File: config.mk
export PLATFORM = sky130hd
export DESIGN_NAME = mem_port_arbiter
export DESIGN_NICKNAME = d
export VERILOG_FILES = /design/src/rtl/mem_port_arbiter.sv
export SDC_FILE = /design/constraint.sdc
export NUM_CORES = 1
export LEC_CHECK = 0
export ABC_AREA = 1
export BUFFER_PORTS_ARGS = -buffer_cell sky130_fd_sc_hd__buf_2
export CORE_AREA = 2 2 108 110
export DETAILED_ROUTE_END_ITERATION = 16
export DIE_AREA = 0 0 110 112
export GPL_ROUTABILITY_DRIVEN = 0
export PLACE_DENSITY = 0.69
export SLEW_MARGIN = 10
export SYNTH_ARGS = -nofsm -noshare
export SYNTH_HDL_FRONTEND = slang
export SYNTH_SLANG_ARGS = --single-unit
File: constraint.sdc
create_clock -name clk -period 1.7 [get_ports clk]
set_input_delay 0.17 -clock clk [delete_from_list [all_inputs] [get_ports clk]]
set_output_delay 0.17 -clock clk [all_outputs]
set_load 0.05 [all_outputs]
File: src/rtl/mem_port_arbiter.sv
// Shares one single-port memory between instruction fetch (IF) and load/store (LS).
// Build option: define ARB_RR_EN for round-robin tie breaking (default is fixed LS > IF).
//
// state  | meaning
// IDLE   | no transaction; arbitrate and latch the winner's command
// REQ    | mem_req held with a stable command until mem_gnt
// WAIT   | command accepted; waiting for mem_rvalid to route back to the owner
module mem_port_arbiter #(
  parameter int ADDR_W = 32,
  parameter int DATA_W = 32
) (
  input  logic                clk,
  input  logic                reset,
  input  logic                if_req,
  input  logic [ADDR_W-1:0]   if_addr,
  output logic                if_gnt,
  output logic                if_rvalid,
  output logic [DATA_W-1:0]   if_rdata,
  input  logic                ls_req,
  input  logic                ls_we,
  input  logic [DATA_W/8-1:0] ls_be,
  input  logic [ADDR_W-1:0]   ls_addr,
  input  logic [DATA_W-1:0]   ls_wdata,
  output logic                ls_gnt,
  output logic                ls_rvalid,
  output logic [DATA_W-1:0]   ls_rdata,
  output logic                mem_req,
  output logic                mem_we,
  output logic [DATA_W/8-1:0] mem_be,
  output logic [ADDR_W-1:0]   mem_addr,
  output logic [DATA_W-1:0]   mem_wdata,
  input  logic                mem_gnt,
  input  logic                mem_rvalid,
  input  logic [DATA_W-1:0]   mem_rdata,
  output logic                busy
);

  typedef enum logic [1:0] {S_IDLE, S_REQ, S_WAIT} state_t;

  state_t                state_q;
  logic                  owner_q;   // 1 = LS, 0 = IF
  logic                  mem_req_q;
  logic                  mem_we_q;
  logic [DATA_W/8-1:0]   mem_be_q;
  logic [ADDR_W-1:0]     mem_addr_q;
  logic [DATA_W-1:0]     mem_wdata_q;
  logic                  busy_q;
  logic                  pick_ls;
  logic                  gnt_hit;
  logic                  rsp_hit;

  assign gnt_hit = (state_q == S_REQ)  && mem_gnt;
  assign rsp_hit = (state_q == S_WAIT) && mem_rvalid;

`ifdef ARB_RR_EN
  logic last_owner_q;

  // On a tie the requester not served last wins; reset value LS hands the first tie to IF.
  always_comb begin
    pick_ls = ls_req;
    if (ls_req && if_req) pick_ls = ~last_owner_q;
  end

  always_ff @(posedge clk or negedge reset) begin
    if (!reset)       last_owner_q <= 1'b1;
    else if (gnt_hit) last_owner_q <= owner_q;
  end
`else
  assign pick_ls = ls_req;
`endif

  always_ff @(posedge clk or negedge reset) begin
    if (!reset) begin
      state_q     <= S_IDLE;
      owner_q     <= 1'b0;
      mem_req_q   <= 1'b0;
      mem_we_q    <= 1'b0;
      mem_be_q    <= '0;
      mem_addr_q  <= '0;
      mem_wdata_q <= '0;
      busy_q      <= 1'b0;
    end else begin
      case (state_q)
        S_IDLE: begin
          if (if_req || ls_req) begin
            owner_q     <= pick_ls;
            mem_we_q    <= pick_ls ? ls_we : 1'b0;
            mem_be_q    <= pick_ls ? ls_be : '1;
            mem_addr_q  <= pick_ls ? ls_addr : if_addr;
            mem_wdata_q <= pick_ls ? ls_wdata : '0;
            mem_req_q   <= 1'b1;
            busy_q      <= 1'b1;
            state_q     <= S_REQ;
          end
        end
        S_REQ: begin
          if (mem_gnt) begin
            mem_req_q <= 1'b0;
            state_q   <= S_WAIT;
          end
        end
        S_WAIT: begin
          if (mem_rvalid) begin
            busy_q  <= 1'b0;
            state_q <= S_IDLE;
          end
        end
        default: begin
          mem_req_q <= 1'b0;
          busy_q    <= 1'b0;
          state_q   <= S_IDLE;
        end
      endcase
    end
  end

  assign mem_req   = mem_req_q;
  assign mem_we    = mem_we_q;
  assign mem_be    = mem_be_q;
  assign mem_addr  = mem_addr_q;
  assign mem_wdata = mem_wdata_q;
  assign busy      = busy_q;

  // Handshake pulses follow the memory combinationally, steered only to the owner.
  assign if_gnt    = gnt_hit && !owner_q;
  assign ls_gnt    = gnt_hit &&  owner_q;
  assign if_rvalid = rsp_hit && !owner_q;
  assign ls_rvalid = rsp_hit &&  owner_q;
  assign if_rdata  = if_rvalid ? mem_rdata : '0;
  assign ls_rdata  = ls_rvalid ? mem_rdata : '0;

endmodule

=== Word-level counts from Yosys, hierarchy flattened ===
Index checks and enable logic that the tools add are counted.

* Flip-flop bits (word level): 74
* Output and inout port bits: 139
* Word-level logic and storage cells: 43

* Equality and inequality tests: 5
* Multiplexer cells: 15
* Reductions and logical operators: 13
* Bitwise operators: 2

{| class="wikitable"
|+ Operator list
! kind !! count
|-
| $mux 32 || 4
|-
| $reduce_and 3->1 || 3
|-
| $logic_and 1x1->1 || 6
|-
| $mux 2 || 3
|-
| $ne 2x2->1 const B || 3
|-
| $pmux 1 s3 || 2
|-
| $pmux 2 s3 || 1
|-
| $mux 1 || 4
|-
| $mux 4 || 1
|-
| $eq 2x1->1 const B || 1
|-
| $eq 2x2->1 const B || 1
|-
| $logic_not 2->1 || 1
|-
| $not 1->1 || 2
|-
| $reduce_and 2->1 || 1
|-
| $logic_not 1->1 || 1
|-
| $logic_or 1x1->1 || 1
|}

=== Longest topological paths before layout ===
Gate-level depths: netlist of run 1.

* Word-level depth: 4
* Gate-level depth with buffers: 7
* Depth with buffers taken out: 5

=== Worst setup path before layout of run 1 ===
OpenSTA, ideal clock, no wires.

* Path kind: reg2out
* Start: register state_q[1]
* End: output if_rdata[22]
* Path slack: -0.048 ns
* Data required time: 1.530 ns
* Path buffers: 1
* Cell stages (with the launch flop): 6
* Arrival: 1.578 ns
* Cell sequence: dfrtp_1 > inv_2 > nor2_2 > nand3_2 > buf_6 > nor2_1

* Cells in the longest elaborated chain, start to end: 4

{| class="wikitable"
|+ Ends and longest elaborated chain
! element !! RTL line !! source
|-
| from (decl) || 40 || <nowiki>state_t state_q;</nowiki>
|-
| from (signal assigned) || 74 || <nowiki>state_q <= S_IDLE;</nowiki>
|-
| from (signal assigned) || 93 || <nowiki>state_q <= S_REQ;</nowiki>
|-
| from (signal assigned) || 99 || <nowiki>state_q <= S_WAIT;</nowiki>
|-
| $eq 2x2->1 || 53 || <nowiki>assign rsp_hit = (state_q == S_WAIT) && mem_rvalid;</nowiki>
|-
| $logic_and 1x1->1 || 53 ||
|-
| $logic_and 1x1->1 || 127 || <nowiki>assign if_rvalid = rsp_hit && !owner_q;</nowiki>
|-
| $mux 32 || 129 || <nowiki>assign if_rdata = if_rvalid ? mem_rdata : '0;</nowiki>
|-
| to (decl) || 18 || <nowiki>output logic [DATA_W-1:0] if_rdata,</nowiki>
|}

Every way passes these cells.

=== Worst setup path after layout of run 1 ===
* Start: register state_q[0]
* End: output ls_rdata[16]

* Cells in the longest elaborated chain, start to end: 4

{| class="wikitable"
|+ Ends and longest elaborated chain
! element !! RTL line !! source
|-
| $eq 2x2->1 || 53 ||
|-
| $logic_and 1x1->1 || 53 ||
|-
| $logic_and 1x1->1 || 128 || <nowiki>assign ls_rvalid = rsp_hit && owner_q;</nowiki>
|-
| $mux 32 || 130 || <nowiki>assign ls_rdata = ls_rvalid ? mem_rdata : '0;</nowiki>
|-
| to (decl) || 26 || <nowiki>output logic [DATA_W-1:0] ls_rdata,</nowiki>
|}

Every way passes these cells.

==> run metrics, run 1 <==
Peak supply drop 951 µV; H-tree depth 3; DR WL/cell 13.5 µm; via count 4,279; maximum clock rate 582 MHz; register area 1850 µm²; die area 12,300 µm²; CP endpoint kind output port; Crit path required time 1.53 ns; Synth warnings 0; Synth top cells by count nand2_1 (268), dfrtp_1 (74), nor2_1 (70), inv_1 (41), nand3_1 (33); Post-synth EDFFs 0; mapped cell area 3760 µm²; row count 39; I/O Buffers 277; RSZ-0062 raised after global routing yes; Initial Util 0.337; most area-hungry cell type in the Yosys netlist dfrtp_1; fin crit share 1.01; P&R area growth vs syn 61.6%; Net Count, Synth 675; antenna-violating nets left 0; # diodes 0; routed vias/inst 4.49; Longest Clk Path Bufs 2; I/O pins 278; ys flop type dfrtp_1; Place WS 0.180 ns; Max-cap violations 0; fillcell total 1,083; total congestion overflow 0; Post-synth ARST share 1.00; drc violations 0; GRT Resource Usage Total 0.199; final WL 12,900 µm; outcome complete, but fails checks; Die Y 112 µm; post-synthesis sequential element count 74; failing checks negative setup slack; Worst Path Arrival 1.55 ns; initial antenna violation count 0; global-route wire length before repair 19,200 µm; most frequent cell after synthesis nand2_1; Placed Instances 934; register area share after synthesis 0.492; Setup Crit Path Kind reg -> out; min Tclk post-route 1.72 ns; Final Skew 0.00731 ns; total CTS buffers 9; Mapped Avg Cell Area 7.02 µm²; synthesized instance count 536; Final Max Tran Viols 0; Synth area leaders dfrtp_1 (49%), nand2_1 (27%), nor2_1 (7.0%); Leakage 3.70 nW; Core Region 11,200 µm²; number of global-route vias before repair 4,010; power per cell area 1880 nW/µm²; final hold violations 0; fin nets 943; TritonCTS clock tree built; clk slew on worst S/H paths 0.05 ns; Final HPWL DP 9110 µm; Hold WC Path Type in -> reg; final non-filler cell total 952; Startpoint Class flop; initial drt markers 295; root buffer cell clkbuf_16; worst-margin pin slew 0.482 ns; number of library cell types mapped by synthesis 18; Worst-Skew Late Latency 0.32 ns; Crit Path Max Fanout 33; Setup violations, final 1; die width 110 µm; hold slack 0.0694 ns; Yosys top cell area share 0.492; clock sink count 74; fraction of final layout cells with drive strength greater than 1 0.428; largest net degree at the start of global routing 67; Worst Setup Slack, final -0.0195 ns; drt pass-1 iters 5; Max-slew headroom 0.679; Multi-input gate area 1640 µm²
## routing by layer
metal	up-vias	routed length [µm]	track usage	part of all wire
met5	-	0	0	0
met4	0	245	0.0734	0.019
met3	19	977	0.0386	0.076
met2	186	6780	0.377	0.53
met1	1946	4890	0.211	0.38
li1	2128	-	-	-
## state kept, by name (all words and copies together) (netlist names)
register   cells
mem_we         1
mem_be         4
owner_q        1
busy           1
mem_req        1
mem_addr      32
state_q        2
mem_wdata     32
## critical path, cell delays in order, from the launching register on
cell and delay [ns]:
dfrtp_2 0.45, nor2_4 0.12, nand3_2 0.09, buf_12 0.19, nor2_1 0.15, buf_4 0.22
## cells by family after synthesis
family	after synthesis	synth area share
simple gates	379	0.398
flops	74	0.492
compound gates	10	0.0150
buf+inv	73	0.0954
## final timing paths
| check | startpoint | end | slack, ns | depth (start not counted) |
|---|---|---|---|---|
| max | state_q[0] | ls_rdata[16] | -0.02 | 5 |
| min | mem_gnt | state_q[0] | 0.07 | 2 |
| max reg2reg | state_q[1] | mem_wdata[8] | 0.39 | 6 |
| min reg2reg | mem_wdata[20] | mem_wdata[20] | 0.46 | 2 |
| max in group asynchronous | reset | state_q[0] | 0.79 | 3 |
| min in group asynchronous | reset | mem_addr[16] | 0.31 | 2 |
## metrics by stage
step                      instance area (µm²)  total power [mW]  setup TNS [ns]   util
final                                    6080              11.4         -0.0195  0.544
after global routing                     6080              12.1          -0.896  0.544
after CTS                                5820              11.4               0  0.521
after detailed placement                 5300              9.26               0  0.474
after global placement                   5300              9.20               0  0.474
after floorplan                          3770              7.68           -2.49      -
## report_power, final
part | switching [mW] | internal [mW] | leakage, nW
Sequential | 0.431 | 2.56 | 0.925
Clock | 0.712 | 1.29 | 0.157
Combinational | 4.92 | 1.50 | 2.61
Total | 6.06 | 5.35 | 3.70
## cell usage in the layout, fill, tap and decap left out, types with 2 or more instances in the layout
cell       Yosys  final
nand3_1       33     33
nand3_2        2      2
o21ai_0        8      8
nand2_1      268    268
nor2_1        70     38
clkbuf_16      0      9
dfrtp_2        0      2
inv_1         41     41
buf_6          8     50
bufinv_16      0      2
nor2_2         4     35
dfrtp_1       74     72
buf_12         0      8
nor2_4         1      2
buf_2         17    208
clkinv_4       0      3
buf_4          1     20
## layout make-up
| class | count | area share |
|---|---|---|
| Clock buffer | 10 | 0.0377 |
| Clock inverter | 6 | 0.0150 |
| Inverter | 42 | 0.0259 |
| Multi-Input combinational cell | 389 | 0.269 |
| Sequential cell | 74 | 0.305 |
| Tap cell | 143 | 0.0294 |
| Timing Repair Buffer | 288 | 0.318 |
## repair_timing
item                                    CTS  global route
endpoints found under the hold margin    29             0
pin swaps                                 1             0
setup buffers                             1             0
gates cloned                              0             0
gates resized for setup                  70            83
endpoints found under the setup margin   66            54
hold buffers                              1             0
Power figures use the tool's default switching activity.
==> run 2: changes to the inputs <==
Settings changed: SETUP_SLACK_MARGIN from default to 0.4.
==> run metrics, run 2 (same netlist as run 1, synthesis figures left out) <==
worst hold start mem_gnt; TritonCTS clock tree built; Startpoint Class flop; failing checks negative setup slack; worst reg2reg startpoint state_q[0]; Final HPWL DP 9520 µm; die width 110 µm; Final Max Tran Viols 0; global-route wire length before repair 22,700 µm; most common cell after layout, fill and taps aside buf_2; die area 12,300 µm²; fin crit share 1.03; fraction of final layout cells with drive strength greater than 1 0.630; maximum clock rate 570 MHz; initial antenna violation count 2; min Tclk post-route 1.76 ns; CP endpoint kind output port; final WL 16,400 µm; outcome complete, but fails checks; number of global-route vias before repair 4,484; I/O pins 278; drt pass-1 iters 4; Hold WC Path Type in -> reg; largest net degree at the start of global routing 51; hold slack 0.0601 ns; P&R area growth vs syn 111%; flop2flop setup slack 0.10 ns; row count 39; worst-margin pin slew 0.550 ns; Place WS 0.181 ns; Worst-Skew Late Latency 0.32 ns; DR WL/cell 16.6 µm; Min-Delay Path Depth 2; routed vias/inst 4.69; drc violations 0; R2R depth 9; Max-slew headroom 0.633; antenna-violating nets left 0; Die Y 112 µm; total CTS buffers 9; Critical Path Start state_q[1]; commonest non-fill, non-tap cells in the layout buf_2 (208), nand2_1 (169), dfrtp_1 (73), nor2_4 (66), nand2_2 (64); setup TNS -1.56 ns; Final Skew 0.00454 ns; Worst Path Arrival 1.59 ns; Critical R2R Capture mem_addr[10]; GRT Resource Usage Total 0.237; Max-cap violations 0; Setup Crit Path Kind reg -> out; clock sink count 74; Peak supply drop 1200 µV; Longest Clk Path Bufs 2; I/O Buffers 277; clk slew on worst S/H paths 0.06 ns; fin nets 980; Min-Delay Endpoint state_q[0]; Crit Path Max Fanout 16; RSZ-0062 raised after global routing yes; final hold violations 0; via count 4,647; H-tree depth 3; total congestion overflow 0; root buffer cell clkbuf_16; Initial Util 0.337; Core Region 11,200 µm²; Leakage 4.29 nW; Worst Setup Slack, final -0.0551 ns; Crit path required time 1.53 ns; initial drt markers 285; Setup violations, final 57; power per cell area 1870 nW/µm²
==> run 2: where the power goes <==
part / switching, mW / internal, mW
clock network: 0.699 / 1.37
registers: 0.689 / 2.57
logic: 6.15 / 3.42
total: 7.54 / 7.36
==> run 2: worst max path at each step <==
| stage | endpoint | slack, ns | cells after the start |
|---|---|---|---|
| 2_1_floorplan | if_gnt | 0.19 | 4 |
| 3_3_place_gp | if_rdata[19] | 0.20 | 5 |
| 3_5_place_dp | if_rdata[22] | 0.18 | 5 |
| 4_1_cts | if_rdata[31] | -0.03 | 6 |
| 5_1_grt | if_rdata[22] | -0.12 | 5 |
| 6_report | if_rdata[13] | -0.06 | 6 |
==> run 2: stage by stage <==
step           instance area (µm²)  utilization  power (mW)  cells
5_1_grt                       7950        0.711        15.6    990
3_5_place_dp                  5750        0.515        9.52    939
6_report                      7950        0.711        14.9    990
4_1_cts                       7170        0.641        13.5    973
2_1_floorplan                 4220            -        7.86    536
3_3_place_gp                  5750        0.515        9.45    939
==> run 2: what timing repair did <==
item                                    4_1_cts  5_1_grt
pin swaps                                    66       47
hold buffers                                  1        0
resized for setup                           251      136
endpoints found under the setup margin      115      141
gates cloned                                  9        8
endpoints found under the hold margin        30        0
buffers inserted                              8        8
==> run 2: cell type report <==
| cell class | instances | area (µm²) |
|---|---|---|
| fill | 852 | 3230 |
| timing repair buffer | 325 | 2850 |
| multi-input combinational | 389 | 2570 |
| sequential | 74 | 1850 |
| clock buffer | 12 | 256 |
| tap | 143 | 179 |
| inverter | 42 | 165 |
| clock inverter | 4 | 73.8 |
| antenna | 1 | 2.50 |
==> run 2: worst max-delay path: stages (launching register included) <==
cell and delay, ns:
dfrtp_1 0.36, inv_2 0.06, nor2_4 0.17, nand3_4 0.16
buf_16 0.23, nor2_4 0.11, buf_6 0.17
==> run 2: layer usage <==
metal,part of all wire,vias up,track usage,routed length (µm)
met2,0.51,219,0.416,8320
li1,-,2225,-,-
met3,0.077,46,0.0486,1270
met1,0.38,2155,0.279,6210
met4,0.038,2,0.0937,629
met5,0.00067,-,0,11
==> run 3: changes to the inputs <==
Settings changed: ABC_AREA 1 to default, CORE_AREA 2 2 108 110 to 2 2 107 109, DIE_AREA 0 0 110 112 to 0 0 109 111.
==> run metrics, run 3 <==
Worst-Skew Late Latency 0.32 ns; ys flop type dfrtp_1; drt pass-1 iters 4; register area 1850 µm²; drc violations 0; Final Skew 0.00178 ns; largest net degree at the start of global routing 41; mapped cell area 3610 µm²; via count 3,542; Min-Delay Path Depth 2; Placement Cell Area 5380 µm²; Critical R2R Capture mem_addr[24]; Comb pwr share 0.620; TritonCTS clock tree built; row count 39; slowest CP cell dfrtp_1; Leakage 3.55 nW; Core Region 11,100 µm²; RSZ-0062 raised after global routing yes; maximum clock rate 549 MHz; I/O pins 278; CP top delay family simple AND/OR/NAND/NOR gates; synthesized instance count 283; sw frac 0.472; worst reg2reg startpoint state_q[0]; I/O Buffers 277; mux share of post-synthesis cell area 0.214; commonest non-fill, non-tap cells in the layout buf_2 (208), dfrtp_1 (73), and2_4 (65), buf_8 (65), a22o_1 (33); Synth top cells by count dfrtp_1 (74), and2_1 (65), mux2_2 (50), a22o_1 (33), mux2_4 (14); Max-slew headroom 0.812; post-layout util 0.632; complex-gate fraction of the synthesized area 0.102; Multi-input gate area 1890 µm²; Place WS 0.0950 ns; min Tclk post-route 1.82 ns; Net Count, Synth 422; Clock power frac 0.145; synthesized-area fraction occupied by adder cells 0; P&R area growth vs syn 94.1%; total congestion overflow 0; post-synthesis xor/xnor area fraction 0; worst-margin pin slew 0.282 ns; Startpoint Class flop; outcome complete, but fails checks; Hold WC Path Type in -> reg; H-tree depth 3; antenna-violating nets left 0; Final Max Tran Viols 0; Int Pwr 6.89 mW; initial antenna violation count 4; root buffer cell clkbuf_16; final WL 14,200 µm; die width 109 µm; Sw Pwr 6.16 mW; Post-synth ARST share 1.00; total CTS buffers 9; clock sink count 74; routed vias/inst 4.78; Min-Delay Endpoint state_q[1]; Longest Clk Path Bufs 2; hold slack 0.0561 ns; most frequent cell after synthesis dfrtp_1; fraction of final layout cells with drive strength greater than 1 0.788; R2R depth 7; most common cell after layout, fill and taps aside buf_2; Post-synth EDFFs 0; number of library cell types mapped by synthesis 21; Mapped Avg Cell Area 12.8 µm²; Initial Util 0.326; crit path cell chain nand2b_4, nor3_4, buf_6, clkbuf_16, and2_4, buf_8; fin nets 728; Worst Setup Slack, final -0.123 ns; number of global-route vias before repair 3,678; most area-hungry cell type in the Yosys netlist dfrtp_1; fin crit share 1.07; Synth area leaders dfrtp_1 (51%), mux2_2 (16%), and2_1 (11%); DR WL/cell 19.2 µm; Bufs and invs on worst path 3; fillcell total 825; slowest cell delay on critical path 0.39 ns; largest family of logic cells by synthesized area multiplexers; clk slew on worst S/H paths 0.06 ns; global-route wire length before repair 18,500 µm; Crit path required time 1.53 ns; initial drt markers 190; Post-Synth Simple-Gate Area 0.132; Peak supply drop 1030 µV; post-synthesis sequential element count 74; register area share after synthesis 0.513; worst hold start mem_rvalid; Synth warnings 0; power per cell area 1860 nW/µm²; CP endpoint kind output port; Flop pwr share 0.234; Crit Path Max Fanout 8; total power 13.0 mW; design area 7010 µm²; Max-cap violations 0; Setup Crit Path Kind reg -> out; die area 12,100 µm²; Worst Path Arrival 1.65 ns; GRT Resource Usage Total 0.198; Setup violations, final 65; Die Y 111 µm; Yosys top cell area share 0.513; final hold violations 0; failing checks negative setup slack; Final HPWL DP 8510 µm; flop2flop setup slack 0.02 ns
[run 3: cell type report]
class / instances / area share
Inverter: 2 / 0.00107
Sequential cell: 74 / 0.265
Tap cell: 143 / 0.0255
Timing Repair Buffer: 316 / 0.394
Clock buffer: 10 / 0.0341
Multi-Input combinational cell: 186 / 0.270
Antenna cell: 4 / 0.00143
Clock inverter: 6 / 0.00947
[run 3: timing repair]
item                                    in CTS  in global routing
buffers inserted                             6                  7
cloned                                       3                 11
hold endpoints to repair                    53                  0
gates resized for setup                    195                 60
pin swaps                                    3                 24
hold buffers                                 1                  0
endpoints found under the setup margin     136                138
[run 3: worst max-delay path by stage]
stage / start / end / slack [ns] / cells past startpoint
final: state_q[0] / if_rdata[30] / -0.12 / 6
after global routing: state_q[0] / if_rdata[9] / -0.18 / 6
after CTS: owner_q / if_rdata[31] / -0.06 / 6
after global placement: state_q[0] / if_rdata[31] / 0.16 / 5
after detailed placement: state_q[0] / if_rdata[1] / 0.09 / 5
after floorplan: state_q[1] / if_gnt / 0.24 / 2
[run 3: metrics by stage]
step / TNS (ns) / instances
CTS: -2.79 / 719
global route: -9.94 / 740
detailed placement: 0 / 693
finish: -5.88 / 741
global placement: 0 / 693
floorplan: 0 / 283
[run 3: power groups by stage]
stage	clock [mW]	sequential, mW	combinational [mW]
2_1_floorplan	0	5.77	2.37
3_3_place_gp	0	3.05	6.52
3_5_place_dp	0	3.05	6.61
4_1_cts	1.94	3.04	7.12
5_1_grt	2.03	3.16	8.44
6_report	1.90	3.05	8.09
[run 3: cells by family after synthesis]
logic type / after synthesis
DFF: 74
and+or+nand+nor: 78
muxes: 64
buffers and inverters: 23
AOI/OAI and AO/OA: 44
[run 3: layer usage]
layer	share of wire	global-route usage	wire [µm]	vias up
met1	0.36	0.212	5170	1747
met5	0	0	0	-
met3	0.082	0.0535	1160	19
met4	0.019	0.0607	263	0
li1	-	-	-	1609
met2	0.54	0.369	7620	167
[run 3: worst register-to-register path: stages (launching register included)]
cell and delay [ns]:
dfrtp_1 0.39, buf_6 0.12, buf_6 0.12, nor2_4 0.15, o21a_4 0.19, buf_8 0.14
clkbuf_16 0.16, mux2_4 0.30
